[config.mk]
export PLATFORM = sky130hd
export DESIGN_NAME = cpu_mem_arbiter
export DESIGN_NICKNAME = d
export VERILOG_FILES = /design/src/rtl/cpu_mem_arbiter.sv
export SDC_FILE = /design/constraint.sdc
export NUM_CORES = 1
export LEC_CHECK = 0
export ABC_AREA = 1
export BUFFER_PORTS_ARGS = -buffer_cell sky130_fd_sc_hd__buf_2
export CORE_AREA = 3 3 107 109
export CTS_BUF_LIST = sky130_fd_sc_hd__clkbuf_4
export DETAILED_ROUTE_END_ITERATION = 6
export DIE_AREA = 0 0 110 112
export PLACE_DENSITY_LB_ADDON = 0.25
export SETUP_SLACK_MARGIN = 0.3
export SYNTH_ARGS = -nofsm -noshare
export SYNTH_HDL_FRONTEND = slang
export SYNTH_SLANG_ARGS = --single-unit
[constraint.sdc]
create_clock -name clk -period 1.75 [get_ports clk]
set_clock_uncertainty 0.15 [all_clocks]
set_input_delay 0.175 -clock clk [delete_from_list [all_inputs] [get_ports clk]]
set_output_delay 0.175 -clock clk [all_outputs]
set_load 0.02 [all_outputs]
[src/rtl/cpu_mem_arbiter.sv]
`default_nettype none
// ============================================================================
//  Module   : cpu_mem_arbiter
//  Purpose  : Serialises each CPU step into an optional data access followed
//             by an instruction fetch on one shared Wishbone-style bus, and
//             holds the CPU paused until both results are latched.
//  Options  : CPU_MEM_ARB_IBUF_EN - one-entry fetch buffer that skips the
//             fetch when the CPU re-requests the last fetched address.
//  Revision : 1.0 - initial release
// ============================================================================
module cpu_mem_arbiter #(
  parameter int TIMEOUT_CYCLES = 255
) (
  input  logic        clk,
  input  logic        reset,
  input  logic [31:0] im_adr_i,
  output logic [31:0] im_dat_o,
  input  logic        dm_en_i,
  input  logic        dm_wr_i,
  input  logic [31:0] dm_adr_i,
  input  logic [3:0]  dm_bytesel_i,
  input  logic [31:0] dm_wdat_i,
  output logic [31:0] dm_rdat_o,
  input  logic        cpu_hold_i,
  output logic        ext_pause_o,
  output logic        bus_cyc_o,
  output logic        bus_stb_o,
  output logic        bus_we_o,
  output logic [31:0] bus_adr_o,
  output logic [3:0]  bus_sel_o,
  output logic [31:0] bus_dat_o,
  input  logic [31:0] bus_dat_i,
  input  logic        bus_ack_i,
  output logic        bus_err_o
);

  typedef enum logic [1:0] {
    ST_START = 2'd0,
    ST_DATA  = 2'd1,
    ST_INSTR = 2'd2,
    ST_DONE  = 2'd3
  } state_t;

  // Counter value in the last cycle an access may wait before it is abandoned.
  localparam logic [7:0] c_to_last = 8'(TIMEOUT_CYCLES - 1);

  state_t      state_q, state_d;
  logic [7:0]  cnt_q, cnt_d;
  logic [31:0] im_dat_q, im_dat_d;
  logic [31:0] dm_rdat_q, dm_rdat_d;
  logic        err_q, err_d;
  logic        w_expire;

`ifdef CPU_MEM_ARB_IBUF_EN
  logic        ibuf_vld_q, ibuf_vld_d;
  logic [31:0] ibuf_tag_q, ibuf_tag_d;
  logic [31:0] ibuf_dat_q, ibuf_dat_d;
  logic        hit_q, hit_d;
  logic        w_tag_hit;
  logic        w_store_hit;

  assign w_tag_hit   = ibuf_vld_q && (im_adr_i == ibuf_tag_q);
  assign w_store_hit = dm_wr_i && (dm_adr_i[31:2] == ibuf_tag_q[31:2]);
`endif

  // The access gives up when this cycle has no ack and the wait budget is spent.
  assign w_expire = !bus_ack_i && (cnt_q == c_to_last);

  // Next-state, bus drive and result capture for the step sequencer.
  always_comb begin
    state_d     = state_q;
    cnt_d       = '0;
    im_dat_d    = im_dat_q;
    dm_rdat_d   = dm_rdat_q;
    err_d       = err_q;
    ext_pause_o = 1'b1;
    bus_cyc_o   = 1'b0;
    bus_stb_o   = 1'b0;
    bus_we_o    = 1'b0;
    bus_adr_o   = '0;
    bus_sel_o   = '0;
    bus_dat_o   = '0;
`ifdef CPU_MEM_ARB_IBUF_EN
    ibuf_vld_d  = ibuf_vld_q;
    ibuf_tag_d  = ibuf_tag_q;
    ibuf_dat_d  = ibuf_dat_q;
    hit_d       = hit_q;
`endif

    case (state_q)
      ST_START: begin
`ifdef CPU_MEM_ARB_IBUF_EN
        hit_d = w_tag_hit;
        if (dm_en_i) begin
          state_d = ST_DATA;
        end else if (w_tag_hit) begin
          state_d  = ST_DONE;
          im_dat_d = ibuf_dat_q;
        end else begin
          state_d = ST_INSTR;
        end
`else
        state_d = dm_en_i ? ST_DATA : ST_INSTR;
`endif
      end

      ST_DATA: begin
        bus_cyc_o = 1'b1;
        bus_stb_o = 1'b1;
        bus_we_o  = dm_wr_i;
        bus_adr_o = dm_adr_i;
        bus_sel_o = dm_bytesel_i;
        bus_dat_o = dm_wdat_i;
        if (bus_ack_i || w_expire) begin
          if (!dm_wr_i) begin
            dm_rdat_d = bus_ack_i ? bus_dat_i : 32'h0000_0000;
          end
          if (!bus_ack_i) begin
            err_d = 1'b1;
          end
          state_d = ST_INSTR;
`ifdef CPU_MEM_ARB_IBUF_EN
          // A store over the buffered word or a lost access makes the copy stale.
          if (!bus_ack_i || w_store_hit) begin
            ibuf_vld_d = 1'b0;
          end
          if (hit_q && bus_ack_i && !w_store_hit) begin
            state_d  = ST_DONE;
            im_dat_d = ibuf_dat_q;
          end
`endif
        end else begin
          cnt_d = cnt_q + 8'd1;
        end
      end

      ST_INSTR: begin
        bus_cyc_o = 1'b1;
        bus_stb_o = 1'b1;
        bus_adr_o = im_adr_i;
        bus_sel_o = 4'hF;
        if (bus_ack_i || w_expire) begin
          im_dat_d = bus_ack_i ? bus_dat_i : 32'h0000_0000;
          if (!bus_ack_i) begin
            err_d = 1'b1;
          end
          state_d = ST_DONE;
`ifdef CPU_MEM_ARB_IBUF_EN
          if (bus_ack_i) begin
            ibuf_vld_d = 1'b1;
            ibuf_tag_d = im_adr_i;
            ibuf_dat_d = bus_dat_i;
          end else begin
            ibuf_vld_d = 1'b0;
          end
`endif
        end else begin
          cnt_d = cnt_q + 8'd1;
        end
      end

      ST_DONE: begin
        ext_pause_o = 1'b0;
        if (!cpu_hold_i) begin
          state_d = ST_START;
        end
      end

      default: begin
        state_d = ST_START;
      end
    endcase
  end

  // State, wait counter and latched results; reset aborts any access at once.
  always_ff @(posedge clk or negedge reset) begin
    if (!reset) begin
      state_q   <= ST_START;
      cnt_q     <= '0;
      im_dat_q  <= '0;
      dm_rdat_q <= '0;
      err_q     <= 1'b0;
    end else begin
      state_q   <= state_d;
      cnt_q     <= cnt_d;
      im_dat_q  <= im_dat_d;
      dm_rdat_q <= dm_rdat_d;
      err_q     <= err_d;
    end
  end

`ifdef CPU_MEM_ARB_IBUF_EN
  // Fetch buffer entry and the hit decision taken at the start of the step.
  always_ff @(posedge clk or negedge reset) begin
    if (!reset) begin
      ibuf_vld_q <= 1'b0;
      ibuf_tag_q <= '0;
      ibuf_dat_q <= '0;
      hit_q      <= 1'b0;
    end else begin
      ibuf_vld_q <= ibuf_vld_d;
      ibuf_tag_q <= ibuf_tag_d;
      ibuf_dat_q <= ibuf_dat_d;
      hit_q      <= hit_d;
    end
  end
`endif

  assign im_dat_o  = im_dat_q;
  assign dm_rdat_o = dm_rdat_q;
  assign bus_err_o = err_q;

endmodule
`default_nettype wire

==> impl_metrics.csv <==
group,metric,value,unit
grt,grt_pass1_vias,4914,
sta,finalSetupViolations,79,
power,p_per_area,1860,nW/um^2
synthesis,yosysMostFrequentCell,"nand2_1",
die,die_width,110,um
run,cap_violations,0,
sta,hold_viol,0,
power,ir_worst_vdd,0.00141,V
synthesis,synth_area_per_cell,7.85,um^2
finish,syn_to_final_growth,100,%
cts,cts_tree,"done",
cts,path_clk_slew,120,ps
finish,fillers,725,
setup_path,rr_worst_depth,9,
synthesis,synth-edff-count,0,
synthesis,syn_nets,646,
finish,nets,985,
cts,clk_latency,440,ps
setup_path,start_kind,"flop",
synthesis,synthArstFlopShare,100,%
synthesis,yosys.area.top_type,"dfrtp_1",
run_status,violations,"negative setup slack",
setup_path,slowest_delay,430,ps
synthesis,synth_cell_types,26,
run_status,status,"finished with violations",
cts,numCtsBuffers,9,
synthesis,synth_compound_area_share,15.9,%
setup_path,arrival,1810,ps
grt,antenna_found_initial,3,
die,core_area,10700,um^2
placement,pre_cts_slack,-2.66,ps
synthesis,synthFlopType,"dfrtp_1",
setup_path,cp_cell_sequence,"inv_2 -> ha_4 -> buf_12 -> nand2_1 -> a21oi_4 -> buf_6",
placement,place.gp.congestion,0.818,
routing,drc_errors,0,
synthesis,muxShareOfSynthArea,0,%
synthesis,ys_ff_latch,75,
setup_path,cpMaxStageDelayCell,"dfrtp_1",
routing,wl_per_cell,18.1,um
synthesis,synthXorXnorAreaFrac,0.889,%
routing,drt_pass1_iterations,4,
routing,avgViaCountPerCell,4.97,
grt,grt_start_max_net_pins,76,
grt,grt_overflow_total,0,
synthesis,ys_warn_count,0,
sta,period_minus_slack,2140,ps
setup_path,crit_required,1420,ps
routing,final_antenna_net_count,0,
sta,rsz0062_at_grt,"true",
setup_path,crit_fanout,21,
cts,ctsRootBufferMaster,"clkbuf_4",
die,dieArea,12300,um^2
sta,final.period_utilization,122,%
cts,cts_max_path_buffers,2,
grt,grtUsageTotal,26.2,%
worst_hold_path,hold_depth,6,
sta,tightest_slew,410,ps
sta,setup_ws,-386,ps
synthesis,synth_top_family_by_area,"simple AND/OR/NAND/NOR gates",
placement,dp_hpwl,10400,um
synthesis,synth_simple_gate_area_share,24.5,%
finish,drive_above_1_share,65.0,%
die,ioPinCount,275,
synthesis,synthTopCellsByCount,"207 x nand2_1, 75 x dfrtp_1, 43 x inv_1",
routing,vias,4908,
synthesis,synthAdderAreaFrac,1.90,%
routing,drt_iter0_markers,261,
synthesis,synthTopCellsByArea,"dfrtp_1 48%, nand2_1 20%, o21ai_2 7.1%",
synthesis,synth_top_area_share,47.6,%
sta,max-slew-margin-rel,72.7,%
sta,drv_slew,0,
grt,grt_pass1_wl,25000,um
placement,numPortBuffers,274,
sta,holdWs,73.0,ps
synthesis,syn-cell-area,3940,um^2
routing,drt_wl_total,17900,um
cts,cts.sinks,75,
sta,max_freq,0.468,GHz
die,dieHeight,112,um
cts,h-tree-depth,3,
die,initial_core_util,36.9,%
setup_path,cp-end-kind,"output port",
die,num_rows,38,
setup_path,path_class,"reg -> out",
synthesis,ys_seq_area_share,47.6,%
power,p_leak,0.00401,uW
worst_hold_path,hp-class,"in -> reg",
synthesis,synthCells,502,
per-layer routing:
layer / up-vias / global-route usage [%] / part of all wire, %
li1: 2259 / - / -
met3: 63 / 6.96 / 8.1
met4: 2 / 11.5 / 4.4
met1: 2342 / 28.9 / 35
met2: 242 / 46.4 / 52
met5: - / 0 / 0.050
sequential cells by signal, indices dropped and copies added (netlist names):
| signal | flops |
|---|---|
| cnt_q | 8 |
| dm_rdat_o | 32 |
| state_q | 2 |
| im_dat_o | 32 |
| bus_err_o | 1 |
cell usage in the layout, fill, tap and decap left out, types with 2 or more instances in the layout:
cell type,Yosys,routed
nand2_2,2,35
buf_2,6,202
o21ai_1,7,12
clkinv_1,1,2
buf_6,9,72
diode_2,0,2
nand2_4,4,31
buf_4,2,22
nand3_1,5,4
inv_1,43,5
o21ai_2,32,53
nor2_1,19,6
buf_16,0,8
clkbuf_16,0,4
xor2_1,3,3
nand2_1,207,146
a21oi_1,33,2
dfrtp_1,75,75
buf_12,0,14
dlygate4sd3_1,0,36
nor2_4,1,7
a21oi_4,0,30
ha_4,0,4
clkbuf_4,0,11
inv_2,0,38
nor2_2,1,8
path summary, 6_finish.rpt:
kind | startpoint | to | slack (ps)
worst min register to register | dm_rdat_o[26]$_DFFE_PN0P_ | dm_rdat_o[26]$_DFFE_PN0P_ | 340
worst min-delay path | bus_ack_i | state_q[1]$_DFFE_PN0P_ | 70
min in group asynchronous | reset | dm_rdat_o[17]$_DFFE_PN0P_ | 130
worst max register to register | state_q[1]$_DFFE_PN0P_ | dm_rdat_o[2]$_DFFE_PN0P_ | -10
worst max-delay path | state_q[1]$_DFFE_PN0P_ | bus_adr_o[6] | -390
max in group asynchronous | reset | im_dat_o[0]$_DFFE_PN0P_ | 980
what timing repair did:
item,in CTS,in global routing
gates cloned,9,4
setup endpoints to repair,147,147
hold buffers,36,0
endpoints found under the hold margin,148,0
setup buffers,12,5
pin swaps,8,6
resized for setup,188,95
area by class of cell:
cell class	count	area (um^2)	share of cell area, %
repair buffers	359	2980	37.7
clock inverters	4	42.5	0.539
flip-flops and latches	75	1880	23.8
inverters	44	178	2.25
clock buffers	11	82.6	1.05
diodes	2	5.00	0.0634
multi-input cells	352	2560	32.4
well taps	140	175	2.22
critical path: cells and delay by family, from the launching register on:
kind | cells | cell delay, ps
compound gates | 1 | 190
fa+ha+maj | 1 | 190
buf+inv | 3 | 430
flops | 1 | 430
simple gates | 1 | 120
per-stage QoR:
| stage | TNS [ps] | util (%) | cells | power, uW | cell area (um^2) |
|---|---|---|---|---|---|
| 2_1_floorplan | 0 | - | 502 | 8320 | 4460 |
| 3_3_place_gp | 0 | 56.0 | 904 | 10400 | 5990 |
| 4_1_cts | -22490 | 69.2 | 976 | 13500 | 7400 |
| 5_1_grt | -31060 | 73.8 | 987 | 15400 | 7900 |
| 3_5_place_dp | -4.36 | 56.0 | 904 | 10600 | 5990 |
| 6_report | -22460 | 73.8 | 987 | 14700 | 7900 |
power breakdown:
part | internal, uW | switching, uW
sequential | 2470 | 574
clock | 450 | 595
combinational | 4660 | 5910
total | 7580 | 7080
logic make-up (layout without fill, tap and decap cells):
logic type | Yosys count | after routing
AO/OA/AOI/OAI | 100 | 100
XOR/XNOR | 4 | 4
adder cells (fa/ha/maj) | 6 | 6
buffers and inverters | 75 | 418
flip-flops | 75 | 75
other | 0 | 2
AND/OR/NAND/NOR | 242 | 242
(Power assumes the default switching activity.)
